$ cat config.mk
export PLATFORM = sky130hd
export DESIGN_NAME = fpu_conv_sched
export DESIGN_NICKNAME = d
export VERILOG_FILES = /design/src/rtl/fpu_conv_sched.sv
export SDC_FILE = /design/constraint.sdc
export NUM_CORES = 1
export LEC_CHECK = 0
export ABC_AREA = 1
export BUFFER_PORTS_ARGS = -buffer_cell sky130_fd_sc_hd__buf_2
export CORE_AREA = 2 2 104 106
export CTS_CLUSTER_DIAMETER = 60
export DETAILED_ROUTE_END_ITERATION = 16
export DIE_AREA = 0 0 106 108
export GPL_TIMING_DRIVEN = 0
export PLACE_DENSITY = 0.77
export SLEW_MARGIN = 10
export SYNTH_ARGS = -nofsm -noshare
export SYNTH_HDL_FRONTEND = slang
export SYNTH_SLANG_ARGS = --single-unit
$ cat constraint.sdc
create_clock -name clk -period 2.2 [get_ports clk]
set_input_delay 0.44 -clock clk [delete_from_list [all_inputs] [get_ports clk]]
set_output_delay 0.44 -clock clk [all_outputs]
set_load 0.1 [all_outputs]
$ cat src/rtl/fpu_conv_sched.sv
// fpu_conv_sched: round-robin scheduler sharing one fixed-latency conversion unit
// (itof / ftoi) among NREQ requesters. Each accepted request is issued to the unit
// on the following cycle. Its requester ID travels down a LAT+1 stage pipe, so the
// result comes back tagged with the ID of the requester that sent it.
//
// Optional feature: define FPU_CONV_SCHED_PERF_EN to add the perf_issue and
// perf_conflict counters and their output ports.
//
// Ports:
//   clk, rst       clock (rising edge), asynchronous active-high reset
//   req_valid      per-requester request valid            [NREQ]
//   req_op         per-requester op, 0 = itof, 1 = ftoi   [NREQ]
//   req_data       per-requester operand, 32 bits each    [32*NREQ]
//   req_ready      one-hot combinational grant            [NREQ]
//   u_x, u_op      registered operand and op to the conversion unit
//   u_y            conversion-unit result
//   resp_valid     registered result-valid, from the pipe tail
//   resp_id        registered requester ID of the result  [IDW]
//   resp_data      result, passed straight through from u_y
//   drain          stop granting new requests
//   idle           no request in flight and no issue this cycle
//   perf_issue     (optional) handshake count
//   perf_conflict  (optional) count of contended cycles in RUN
module fpu_conv_sched #(
  parameter int unsigned NREQ = 4,
  parameter int unsigned LAT  = 2,
  parameter int unsigned IDW  = 2
) (
  input  logic                 clk,
  input  logic                 rst,
  input  logic [NREQ-1:0]      req_valid,
  input  logic [NREQ-1:0]      req_op,
  input  logic [32*NREQ-1:0]   req_data,
  output logic [NREQ-1:0]      req_ready,
  output logic [31:0]          u_x,
  output logic                 u_op,
  input  logic [31:0]          u_y,
  output logic                 resp_valid,
  output logic [IDW-1:0]       resp_id,
  output logic [31:0]          resp_data,
  input  logic                 drain,
  output logic                 idle
`ifdef FPU_CONV_SCHED_PERF_EN
  ,
  output logic [31:0]          perf_issue,
  output logic [31:0]          perf_conflict
`endif
);

  // Index widths: requester select, operand bit-select, pipe depth.
  localparam int unsigned SELW = (NREQ > 1) ? $clog2(NREQ) : 1;
  localparam int unsigned DW   = 32 * NREQ;
  localparam int unsigned DSW  = (DW > 1) ? $clog2(DW) : 1;
  localparam int unsigned PW   = LAT + 1;
  localparam int unsigned PIW  = PW * IDW;

  localparam logic [PW-1:0] TAIL_MASK = PW'(1) << LAT;

  typedef enum logic [1:0] {
    ST_RUN   = 2'd0,
    ST_DRAIN = 2'd1,
    ST_IDLE  = 2'd2
  } state_t;

  state_t          state;
  logic [SELW-1:0] ptr;
  logic [PW-1:0]   pv;
  logic [PIW-1:0]  pid;

  logic            hs;
  logic [SELW-1:0] gnt;
  int unsigned     idx;
  logic            pipe_drains;

  // Round-robin search from ptr, wrapping modulo NREQ. Drain masks grants in the
  // same cycle it rises.
  always_comb begin
    hs        = 1'b0;
    gnt       = '0;
    idx       = 0;
    req_ready = '0;
    if (state == ST_RUN && !drain) begin
      for (int unsigned k = 0; k < NREQ; k++) begin
        idx = 32'(ptr) + k;
        if (idx >= NREQ) idx = idx - NREQ;
        if (!hs && req_valid[SELW'(idx)]) begin
          hs  = 1'b1;
          gnt = SELW'(idx);
        end
      end
    end
    req_ready[gnt] = hs;
  end

  // True when the pipe will hold nothing after this edge. Only the tail may be
  // occupied, and that entry leaves on this edge. No issue is possible while draining.
  assign pipe_drains = ((pv & ~TAIL_MASK) == '0) && !hs;

  // State, pointer, issue registers and the ID pipe.
  always_ff @(posedge clk or posedge rst) begin
    if (rst) begin
      state <= ST_RUN;
      ptr   <= '0;
      u_x   <= '0;
      u_op  <= 1'b0;
      pv    <= '0;
      pid   <= '0;
    end else begin
      pv  <= PW'({pv, hs});
      pid <= PIW'({pid, IDW'(gnt)});

      if (hs) begin
        u_x  <= req_data[DSW'({gnt, 5'b0}) +: 32];
        u_op <= req_op[gnt];
        ptr  <= (32'(gnt) == NREQ - 1) ? '0 : gnt + 1'b1;
      end

      case (state)
        ST_RUN: begin
          if (drain) state <= ST_DRAIN;
        end
        ST_DRAIN: begin
          if (pipe_drains)  state <= ST_IDLE;
          else if (!drain)  state <= ST_RUN;
        end
        ST_IDLE: begin
          if (!drain) state <= ST_RUN;
        end
        default: state <= ST_RUN;
      endcase
    end
  end

  assign resp_valid = pv[LAT];
  assign resp_id    = pid[LAT*IDW +: IDW];
  assign resp_data  = u_y;

  assign idle = (state == ST_IDLE) || (state == ST_RUN && pv == '0 && !hs);

`ifdef FPU_CONV_SCHED_PERF_EN
  // Free-running counters. Only reset clears them; drain does not.
  always_ff @(posedge clk or posedge rst) begin
    if (rst) begin
      perf_issue    <= '0;
      perf_conflict <= '0;
    end else begin
      if (hs) perf_issue <= perf_issue + 32'd1;
      if (state == ST_RUN && $countones(req_valid) >= 2)
        perf_conflict <= perf_conflict + 32'd1;
    end
  end
`endif

endmodule

* Yosys cells after proc, flatten, opt, wreduce, memory -nomap -nowiden *
Index checks and enable logic that the tools add are counted.

word-level totals
  register bits = 46
  output and inout bits = 73

cells by class
  $lt $le $gt $ge = 10
  muxes and demuxes = 38
  shift operators = 1
  reductions and logical operators = 17
  $add $sub $neg = 8
  eq/ne operators = 4
  bitwise logic cells = 1

operator list
  kind                   number
  $shiftx A128 B8 Y32    1
  $mux W2                17
  $lt A2 B3 Y1 const B   5
  $mux W1                14
  $bmux W1 S2            5
  $ge A3 B3 Y1 const B   3
  $logic_and A1 B1 Y1    8
  $sub A2 B1 Y2 const B  4
  $add A2 B2 Y3 const B  2
  $logic_not A3 Y1       2
  $pmux W2 S3            1
  $logic_not A1 Y1       5
  $and A4 B4 Y4          1
  $eq A2 B2 Y1 const B   2
  $add A2 B1 Y3 const B  1
  $ge A2 B3 Y1 const B   1
  $add A2 B1 Y2 const B  1
  $demux W1 S2           1
  $eq A2 B1 Y1 const B   1
  $ge A2 B1 Y1 const B   1
  $logic_not A2 Y1       1
  $ne A2 B2 Y1 const B   1
  $logic_or A1 B1 Y1     1

* Logic depth before layout (Yosys ltp) *
Gate-level depths: netlist of the first run.

  word-level depth = 24
  gate-level depth with buffers = 16
  gate-level depth less buffers = 15

* Worst setup path before layout of the first run *
No wires, ideal clock.

  kind = register -> output
  from = register ptr[0]
  to = output port idle
  data arrival time = 3398 ps
  cell stages (with the launch flop) = 11
  setup slack = -1638 ps
  cells stage by stage = dfrtp_1 > buf_4 > nand2_1 > nand2_1 > nand2_1 > nand2_1 > nor2_4 > nand3b_1 > nand2_1 > nand2_1 > o31ai_1

on the way
  longest elaborated chain between the ends = 22
  elaborated cells between the ends (all ways) = 44
  those cells by class = add/sub: 7; order compare: 4; mux: 24; reduce/logical: 9

RTL lines
  item                                           line  text
  start, declared                                66    logic [SELW-1:0] ptr;
  start signal, assigned                         115   ptr <= (32'(gnt) == NREQ - 1) ? '0 : gnt + 1'b1;
  $ge A2 B3 Y1 or $sub A2 B1 Y2 (tied branches)  85    if (idx >= NREQ) idx = idx - NREQ;
  $mux W2                                        85
  $mux W2                                        82    if (state == ST_RUN && !drain) begin
  $bmux W1 S2                                    86    if (!hs && req_valid[SELW'(idx)]) begin
  $mux W1 (implied by the code)                  86
  $mux W1                                        86
  $mux W1                                        82
  $logic_not A1 Y1                               86
  [... 6 more ...]                               n/a
  $mux W1                                        82
  $logic_not A1 Y1                               86
  $logic_and A1 B1 Y1                            86
  $mux W1 *                                      86
  $mux W1 *                                      82
  $logic_not A1 Y1 *                             138   assign idle = (state == ST_IDLE) || (state == ST_RUN && pv == '0 && !hs);
  $logic_and A1 B1 Y1 *                          138
  $logic_or A1 B1 Y1 *                           138
  end, declared                                  42    output logic idle

Mark *: on every way between the ends. The rest lies on a longest branch, timed or not. The select of a mux whose other input is x is not followed.

* Worst setup path after layout of the first run *
  from = register ptr[0]
  to = output port req_ready[2]

on the way
  longest elaborated chain between the ends = 24
  elaborated cells between the ends (all ways) = 52
  those cells by class = add/sub: 7; order compare: 6; mux: 31; bitwise: 1; reduce/logical: 7

RTL lines
  item                                                                line  text
  $ge A2 B3 Y1 or $sub A2 B1 Y2 (tied branches)                       85
  $mux W2                                                             85
  $mux W2                                                             82
  $bmux W1 S2                                                         86
  $mux W1 (implied by the code)                                       86
  $mux W1                                                             86
  $mux W1                                                             82
  $logic_not A1 Y1                                                    86
  [... 9 more ...]                                                    n/a
  $mux W2 *                                                           86
  $mux W2 *                                                           82
  net gnt[1]                                                          71    logic [SELW-1:0] gnt;
  $lt A2 B3 Y1 (implied by the code) or $ge A2 B1 Y1 (tied branches)  92    req_ready[gnt] = hs;
  $logic_and A1 B1 Y1 (implied by the code)                           92
  $mux W1 (implied by the code)                                       92
  $demux W1 S2 *                                                      92
  $and A4 B4 Y4 (no source line) *                                    n/a
  end, declared                                                       34    output logic [NREQ-1:0] req_ready,

Mark *: on every way through the listed nets, which the timed path passes. The rest lies on a longest branch. The select of a mux whose other input is x is not followed.

==> results of run 1 <==
## per-layer routing
metal / up-vias / routed length, um / global-route usage, %
met5: - / 0 / 0
met4: 0 / 242 / 8.65
met3: 23 / 992 / 2.35
met2: 231 / 7470 / 42.2
met1: 2270 / 6080 / 31.0
li1: 2548 / - / -
## layout by cell type (no fill, tap or decap), types with 3 or more instances in the layout
master and n:
inv_1 145, buf_2 211, clkbuf_1 4, clkbuf_16 7, nor2_4 6, buf_12 11, dfrtp_1 46, clkbuf_2 7
o21ai_0 3, nand4_1 66, clkbuf_8 5, nand3_2 4, nand2_1 225, clkbuf_4 5, nand2_4 6, buf_8 11
buf_4 56, nand3_1 71, buf_6 9, inv_2 6, nand2_2 10
## registers in the layout, summed over array words and instances, names as in the netlist
name and flops:
u_x 32, pid 6, pv 3, ptr 2
state 2, u_op 1
## worst reg2reg max path: cells and delay by family (launching register included)
| kind | cells | cell delay, ns |
|---|---|---|
| buffers and inverters | 6 | 0.76 |
| flip-flops | 1 | 0.41 |
| AND/OR/NAND/NOR | 10 | 0.97 |
## cell usage after synthesis
cell type / number
clkbuf_1: 16
nand2_1: 238
nand3_2: 2
o21ai_0: 3
a21oi_1: 1
buf_4: 40
nor2_1: 9
nand3b_1: 1
buf_6: 2
inv_2: 3
ha_1: 4
nand3_1: 75
nor2_4: 1
o21ai_1: 1
buf_2: 16
dfrtp_1: 46
o31ai_1: 1
inv_1: 151
nand4_1: 66
nand2_2: 3
buf_1: 3
## worst max path at each step
stage | from | endpoint
2_1_floorplan | ptr[0] | req_ready[3]
3_3_place_gp | drain | req_ready[2]
3_5_place_dp | state[1] | req_ready[2]
4_1_cts | ptr[0] | req_ready[3]
5_1_grt | ptr[0] | req_ready[2]
6_report | ptr[0] | req_ready[2]
## cell families after synthesis
logic type,count (synthesis),synth area share [%]
simple gates,395,43.7
buf+inv,231,25.9
flops,46,28.4
compound gates,6,0.801
fa+ha+maj,4,1.23
## stage by stage
| stage | setup TNS [ns] | std cells | hold slack (ns) | instance area (um^2) |
|---|---|---|---|---|
| after floorplan | -1.19 | 682 | 0.331 | 4190 |
| after global placement | -14.74 | 1029 | 0.332 | 5410 |
| after detailed placement | -15.52 | 1030 | 0.335 | 5430 |
| after CTS | -4.15 | 1053 | 0.180 | 5790 |
| after global routing | -6.30 | 1067 | 0.199 | 6260 |
| final | -2.38 | 1067 | 0.171 | 6260 |
## repair_timing
action	CTS	global route
endpoints found under the setup margin	39	38
hold endpoints to repair	0	0
buffers inserted	16	8
resized for setup	50	95
gates cloned	0	7
pin swaps	7	14
hold buffers	0	0
## layout make-up
type | instances | share of cell area [%]
sequential | 46 | 18.4
multi-input combinational | 405 | 32.6
timing repair buffer | 243 | 24.6
clock buffer | 7 | 1.22
inverter | 154 | 9.56
buffer | 76 | 10.8
tap | 136 | 2.72
## where the power goes
group / internal, W / total [W] / switching, W
Clock: 0.000220 / 0.000504 / 0.000284
Sequential: 0.00125 / 0.00147 / 0.000223
Combinational: 0.00287 / 0.00892 / 0.00605
==> qor.yml, run 1 <==
grt_first_pass_wirelength_um: 21800
clock_skew_ns: 0.00510
cts_buffer_depth: 2
core_region_area_um2: 10200
run_status: "finished, violations left"
avgSynthCellArea_um2: 5.95
path_buf_inv: 7
clock_latency_ns: 0.29
synth_area_um2: 4060
clkTransAtPathRegs_ns: 0.09
grt_pass1_vias: 4648
cp_slowest_cell: "dfrtp_1"
worstRegToRegCells: 16
die_y_um: 108
firstDrtPassIters: 5
drive_above_1_share_pct: 39.3
relSlewSlack_pct: 65.5
synth_top_area_share_pct: 28.4
r2r-start: "ptr[0]"
drc_errors: 0
die_area_um2: 11400
ys_ff_latch: 46
area_growth_pct: 54.1
cts-buffers-inserted: 5
synth_area_leaders: "dfrtp_1 28%, nand2_1 22%, inv_1 14%, nand4_1 10%, nand3_1 9.2%"
yosys_warnings: 0
fin_util_pct: 61.1
synth_nets: 857
root_buffer: "clkbuf_8"
rr_endpoint: "u_x[20]"
period_needed_ns: 2.71
routed_wl_um: 14800
crit_family: "buffers and inverters"
hold_viol_final: 0
grt_overflow_total: 0
multiInputGateArea_um2: 2040
dp_hpwl_um: 10300
hp-class: "input port to async pin"
path_class: "flop to output port"
num_rows: 37
initial_utilization_pct: 39.7
end_kind: "output port"
final-setup-viol-count: 8
p_per_area_nw_per_um2: 1740
area.sequential_um2: 1150
crit_arrival_ns: 2.27
portBuffers: 211
grt_max_degree: 26
dpl_worst_slack_ns: -0.713
finalCritPeriodShare_pct: 123
critPathRequiredTime_ns: 1.76
cp_max_fo: 9
yosysUniqueCellTypes: 21
clock.fmax_mhz: 369
via_per_inst: 4.75
leakage_nw: 3.99
slew_viol_final: 0
io_pins: 244
nFillCells: 996
worstMarginPinSlew_ns: 0.517
cp-start-kind: "flop"
cp.depth: 15
cts_sinks: 46
htreeDepth: 2
rsz0062_at_grt: "true"
power.total_w: 0.0109
synth_cells: 682
crit_chain: "buf_6, nand2_1, nand3_1, nand2_1, inv_1, nand3_1, nand2_1, inv_1, nand2_4, inv_6, buf_12, ha_1, inv_2, nor2_4, buf_12"
finalWeightedCongestion: 0.849
dieWidth_um: 106
postRouteAntennaNets: 0
yosys.area.top_type: "dfrtp_1"
vias: 5072
first_iter_violations: 247
ys_seq_area_share_pct: 28.4
worst_slack_ns: -0.512
failed_checks: "negative setup slack"
grt_use_total_pct: 24.1
crit_top_cell: "nand2_1"
slowest_delay_ns: 0.41
cts_tree: "done"
diodes: 0
wire_per_inst_um: 13.9
rrSetupSlack_ns: -0.04
vdd_drop_max_v: 0.00101
antenna_found_initial: 0
nNetsFinal: 1106
max-cap-violations: 0
No activity file was read; power rests on OpenSTA's default activity.
==> inputs of run 2 (changes only) <==
--- a/config.mk
+++ b/config.mk
@@ -7,12 +7,12 @@
 export LEC_CHECK = 0
 export ABC_AREA = 1
 export BUFFER_PORTS_ARGS = -buffer_cell sky130_fd_sc_hd__buf_2
-export CORE_AREA = 2 2 104 106
+export CORE_AREA = 2 2 98 100
 export CTS_CLUSTER_DIAMETER = 60
 export DETAILED_ROUTE_END_ITERATION = 16
-export DIE_AREA = 0 0 106 108
-export GPL_TIMING_DRIVEN = 0
-export PLACE_DENSITY = 0.77
+export DIE_AREA = 0 0 100 102
+export GPL_TIMING_DRIVEN = 1
+export PLACE_DENSITY = 0.82
 export SLEW_MARGIN = 10
 export SYNTH_ARGS = -nofsm -noshare
 export SYNTH_HDL_FRONTEND = slang
==> constraint.sdc (replaced) <==
create_clock -name clk -period 2.69 [get_ports clk]
set_input_delay 0.538 -clock clk [delete_from_list [all_inputs] [get_ports clk]]
set_output_delay 0.538 -clock clk [all_outputs]
set_load 0.1 [all_outputs]
==> run 2 against run 1 <==
  * The flow still finishes with violations (negative setup slack)
  * Die area fell by 11%
  * Setup slack improved by 0.44 ns
  * Non-clock buffer count fell by 116
  * Cell count fell by 13%
  * Global-route usage fell by 2.8 points
  * Flip-flop and latch count did not move
  * Clock skew rose by 0.0011 ns
  * Design area fell by 18%
  * Hold slack improved by 0.18 ns
  * Register-to-register slack improved by 0.37 ns
  * Sequential share of layout area rose by 4.0 points
  * Clock power rose by 2%
==> qor.yml, run 2 (synthesis results as in run 1) <==
rrSetupSlack_ns: 0.33
postRouteAntennaNets: 0
final.setup.tns_ns: -0.177
path_class: "flop to output port"
grt_max_degree: 67
io_pins: 244
worst_slack_ns: -0.0674
antenna_found_initial: 1
period_needed_ns: 2.76
clkTransAtPathRegs_ns: 0.08
relSlewSlack_pct: 35.8
rsz0062_at_grt: "true"
first_iter_violations: 183
regMostFlops: "u_x"
cts_sinks: 46
finalCritPeriodShare_pct: 103
slowest_delay_ns: 0.47
nFillCells: 875
grt_first_pass_wirelength_um: 17700
dpl_worst_slack_ns: 0.163
worstRegToRegCells: 14
diodes: 0
cp_slowest_cell: "dfrtp_2"
critPathRequiredTime_ns: 2.15
core_region_area_um2: 9110
finalWeightedCongestion: 0.840
crit_arrival_ns: 2.22
clock_latency_ns: 0.29
root_buffer: "clkbuf_8"
failed_checks: "negative setup slack"
crit_top_cell: "nand2_2"
cp-start-kind: "flop"
hp-class: "flop to flop"
dp_hpwl_um: 7960
crit_chain: "buf_6, nand2_2, nand2_2, nand2_2, nand2_2, nor2_4, nand3_2, nand3_1, nand2_4, inv_4, ha_1, inv_1, nor2_4, buf_12"
nNetsFinal: 991
end_kind: "output port"
max-cap-violations: 0
initial_utilization_pct: 44.6
final-setup-viol-count: 4
cts_buffer_depth: 2
cp-startpoint: "ptr[0]"
worstMarginPinSlew_ns: 0.962
grt_use_total_pct: 21.2
htreeDepth: 2
fin_util_pct: 56.6
via_per_inst: 4.91
layout_commonest_cell: "nand2_1"
grt_pass1_vias: 3958
clock_skew_ns: 0.00624
drive_above_1_share_pct: 30.8
die_y_um: 102
dieWidth_um: 100
cp_max_fo: 6
portBuffers: 179
vdd_drop_max_v: 0.000813
ctsHoldBuffers: 0
die_area_um2: 10200
leakage_nw: 3.36
firstDrtPassIters: 6
routed_wl_um: 11000
cts-buffers-inserted: 5
cts_tree: "done"
drc_errors: 0
clock.fmax_mhz: 363
run_status: "finished, violations left"
crit_path_end: "req_ready[2]"
vias: 4556
slew_viol_final: 0
reg_top3: "u_x: 32 flops, pid: 6 flops, pv: 3 flops"
final_cell_mix: "225 x nand2_1, 174 x buf_2, 146 x inv_1"
wire_per_inst_um: 11.9
place_area_um2: 4870
r2r-start: "ptr[0]"
p_per_area_nw_per_um2: 1400
largest_reg_flops: 32
final_area_um2: 5150
hold_viol_final: 0
rr_endpoint: "u_x[26]"
area_growth_pct: 27.0
grt_overflow_total: 0
num_rows: 35
==> run 2: cell types whose count changed in the layout (fill, tap and decap cells not counted), moves of 3 or more <==
cell / previous run / this run
buf_2: 211 / 174
buf_4: 56 / 23
buf_8: 11 / 0
buf_6: 9 / 1
clkbuf_16: 7 / 0
clkbuf_2: 7 / 0
buf_12: 11 / 5
clkbuf_4: 5 / 0
clkbuf_1: 4 / 0
nand2_2: 10 / 13
nand2_4: 6 / 3
==> run 2: area by class of cell <==
cell class / count / area, um^2 / area share [%]
clock inverters: 1 / 30.0 / 0.583
well taps: 111 / 139 / 2.69
multi-input cells: 405 / 2000 / 38.8
clock buffers: 6 / 82.6 / 1.60
flip-flops and latches: 46 / 1150 / 22.4
inverters: 154 / 588 / 11.4
repair buffers: 203 / 1150 / 22.4
repair inverters: 1 / 5.00 / 0.0971
==> run 2: worst min path at each step <==
stage,from,to,cells past startpoint
after floorplan,pid[0],pid[2],0
after global placement,pid[1],pid[3],0
after detailed placement,pid[3],pid[5],0
after CTS,pid[3],pid[5],0
after global routing,pid[2],pid[4],0
final,pid[3],pid[5],0
==> run 2: layer usage <==
metal  global-route usage (%)  routed length (um)  up-vias
met3                     4.45                 888       33
met2                     39.0                5430      187
li1                         -                   -     2308
met1                     25.4                4490     2026
met5                        0                  13        -
met4                     5.37                 220        2
==> run 2: through the flow <==
step	hold slack (ns)	cells	power (W)
CTS	0.355	923	0.00710
floorplan	0.331	682	0.00577
detailed placement	0.335	910	0.00648
finish	0.352	927	0.00722
global placement	0.331	910	0.00644
global route	0.375	927	0.00775
==> run 2: critical path, delay by kind of cell, from the launching register on <==
family                     cells  cell delay [ns]
adders and majority gates      1             0.15
buffers and inverters          4             0.49
DFF                            1             0.47
and+or+nand+nor                9             0.81
==> run 2: timing repair <==
| action | 4_1_cts | 5_1_grt |
|---|---|---|
| setup buffers | 6 | 3 |
| setup endpoints to repair | 4 | 5 |
| pin swaps | 5 | 12 |
| gates resized for setup | 6 | 25 |
| cloned | 0 | 1 |
==> run 2: where the power goes <==
group	switching, W	total, W	internal (W)
Combinational	0.00421	0.00549	0.00127
Sequential	0.000197	0.00122	0.00102
Clock	0.000218	0.000516	0.000297
Total	0.00463	0.00722	0.00259
==> inputs of run 3 (changes only) <==
--- a/config.mk
+++ b/config.mk
@@ -7,12 +7,15 @@
 export LEC_CHECK = 0
 export ABC_AREA = 1
 export BUFFER_PORTS_ARGS = -buffer_cell sky130_fd_sc_hd__buf_2
-export CORE_AREA = 2 2 98 100
+export CELL_PAD_IN_SITES_DETAIL_PLACEMENT = 1
+export CELL_PAD_IN_SITES_GLOBAL_PLACEMENT = 2
+export CORE_AREA = 2 2 143 145
 export CTS_CLUSTER_DIAMETER = 60
 export DETAILED_ROUTE_END_ITERATION = 16
-export DIE_AREA = 0 0 100 102
+export DIE_AREA = 0 0 145 147
+export GPL_ROUTABILITY_DRIVEN = 0
 export GPL_TIMING_DRIVEN = 1
-export PLACE_DENSITY = 0.82
+export PLACE_DENSITY_LB_ADDON = 0.1
 export SLEW_MARGIN = 10
 export SYNTH_ARGS = -nofsm -noshare
 export SYNTH_HDL_FRONTEND = slang
==> run 3 against run 2 <==
  * The run still ends with negative setup slack left
  * Via count grew 3.4%
  * First-iteration DRC count shrank 28%
  * Sequential share of layout area shrank 1.6 points
  * Non-clock buffer count grew 9
  * Setup slack lost 0.017 ns
  * Cell count grew 18%
  * Global-route usage shrank 5.7 points
  * Maximum frequency shrank 0.62%
  * Largest cell class unchanged
  * Clock-buffer cell count grew 2
  * Hold slack lost 0.067 ns
  * Highest routed layer is now met4
  * Design area grew 7.7%
  * Largest power group unchanged
==> qor.yml, run 3 (synthesis results as in run 1) <==
grt_max_degree: 67
drive_above_1_share_pct: 32.2
p_switching_w: 0.00503
postRouteAntennaNets: 0
clock_power_share_pct: 8.9
grt_pass1_vias: 4953
power.total_w: 0.00789
vias: 4709
area_growth_pct: 36.7
rrSetupSlack_ns: 0.28
failed_checks: "negative setup slack"
clock_skew_ns: 0.00504
worst_slack_ns: -0.0847
vdd_drop_max_v: 0.000867
antenna_found_initial: 1
critPathRequiredTime_ns: 2.15
slowest_delay_ns: 0.45
path_class: "flop to output port"
cp_slowest_cell: "dfrtp_2"
run_status: "finished, violations left"
core_region_area_um2: 19800
via_per_inst: 4.30
reg_top3: "u_x: 32 flops, pid: 6 flops, pv: 3 flops"
drc_errors: 0
crit_chain: "buf_6, nand2_2, nand2_2, nand2_2, nand2_2, nor2_4, nand3_4, nand2_4, nand3_4, inv_4, ha_4, inv_4, nor2_4, buf_12"
rsz0062_at_grt: "true"
worstMarginPinSlew_ns: 0.810
cp-start-kind: "flop"
max-cap-violations: 0
fin_util_pct: 28.0
die_area_um2: 21300
final_cell_mix: "224 x nand2_1, 174 x buf_2, 144 x inv_1"
clock_latency_ns: 0.30
relSlewSlack_pct: 46.0
rr_endpoint: "u_x[7]"
initial_utilization_pct: 20.5
final.setup.tns_ns: -0.267
firstDrtPassIters: 4
p_per_area_nw_per_um2: 1420
leakage_nw: 3.42
regMostFlops: "u_x"
die_y_um: 147
worstRegToRegCells: 14
crit_top_cell: "nand2_2"
cp_max_fo: 6
wire_per_inst_um: 15.1
crit_family: "simple AND/OR/NAND/NOR gates"
cts_sinks: 46
clock.fmax_mhz: 360
root_buffer: "clkbuf_16"
grt_first_pass_wirelength_um: 26500
nNetsFinal: 999
switching_share_pct: 63.7
place_inst: 1072
grt_use_total_pct: 15.5
layout_commonest_cell: "nand2_1"
largest_reg_flops: 32
routed_wl_um: 16600
num_rows: 52
power_frac_seq_pct: 15.4
cts_tree: "done"
io_pins: 244
finalCritPeriodShare_pct: 103
r2r-start: "ptr[0]"
dp_hpwl_um: 11900
p_comb_share_pct: 75.7
htreeDepth: 2
hold_viol_final: 0
slew_viol_final: 0
end_kind: "output port"
period_needed_ns: 2.77
crit_arrival_ns: 2.24
path_buf_inv: 4
p_int_w: 0.00286
finalNonFillerCells: 1096
first_iter_violations: 131
dieWidth_um: 145
cts-buffers-inserted: 5
portBuffers: 179
dpl_worst_slack_ns: 0.0127
final-setup-viol-count: 4
hp-class: "input port to async pin"
grt_overflow_total: 0
cts_buffer_depth: 2
clkTransAtPathRegs_ns: 0.07
ctsHoldBuffers: 0
run 3: cell types whose count changed in the layout (fill, tap and decap cells not counted), moves of 2 or more:
cell       before  now
buf_4          23   30
clkbuf_16       0    5
clkbuf_8        6    3
buf_12          5    7
ha_1            2    0
ha_4            2    4
inv_1         146  144
run 3: cell type report:
type / instances / area, um^2
antenna: 1 / 2.50
multi-input combinational: 405 / 2050
tap: 270 / 338
fill: 2580 / 14300
inverter: 154 / 591
timing repair buffer: 212 / 1250
clock buffer: 8 / 166
sequential: 46 / 1150
run 3: worst max path at each step:
stage,startpoint,to,slack [ns],cells past startpoint
global placement,req_valid[1],req_ready[1],0.10,14
finish,ptr[0],req_ready[3],-0.08,14
floorplan,ptr[0],req_ready[0],0.01,14
global route,ptr[0],req_ready[3],-0.21,14
CTS,ptr[0],req_ready[3],-0.04,14
detailed placement,req_valid[1],req_ready[1],0.01,14
run 3: power by group through the flow:
stage	registers (W)	logic [W]	clock network, W
2_1_floorplan	0.00296	0.00282	0
3_3_place_gp	0.00122	0.00561	0
3_5_place_dp	0.00123	0.00566	0
4_1_cts	0.00123	0.00592	0.000735
5_1_grt	0.00126	0.00646	0.000768
6_report	0.00122	0.00597	0.000700
run 3: stage by stage:
| step | area, um^2 | hold WS [ns] |
|---|---|---|
| 2_1_floorplan | 4120 | 0.331 |
| 3_3_place_gp | 5120 | 0.332 |
| 3_5_place_dp | 5120 | 0.338 |
| 4_1_cts | 5480 | 0.313 |
| 5_1_grt | 5550 | 0.336 |
| 6_report | 5550 | 0.286 |
run 3: routing by layer:
layer	track usage [%]	vias to the layer above	wire length, um
li1	-	2329	-
met1	18.3	2230	7150
met2	28.1	126	8320
met3	4.10	24	855
met4	3.81	0	278
met5	0	-	0
run 3: repair_timing:
| item | CTS | global route |
|---|---|---|
| buffers inserted | 12 | 3 |
| resized for setup | 31 | 11 |
| pin swaps | 20 | 6 |
| setup endpoints to repair | 5 | 5 |
| endpoints found under the hold margin | 0 | 0 |
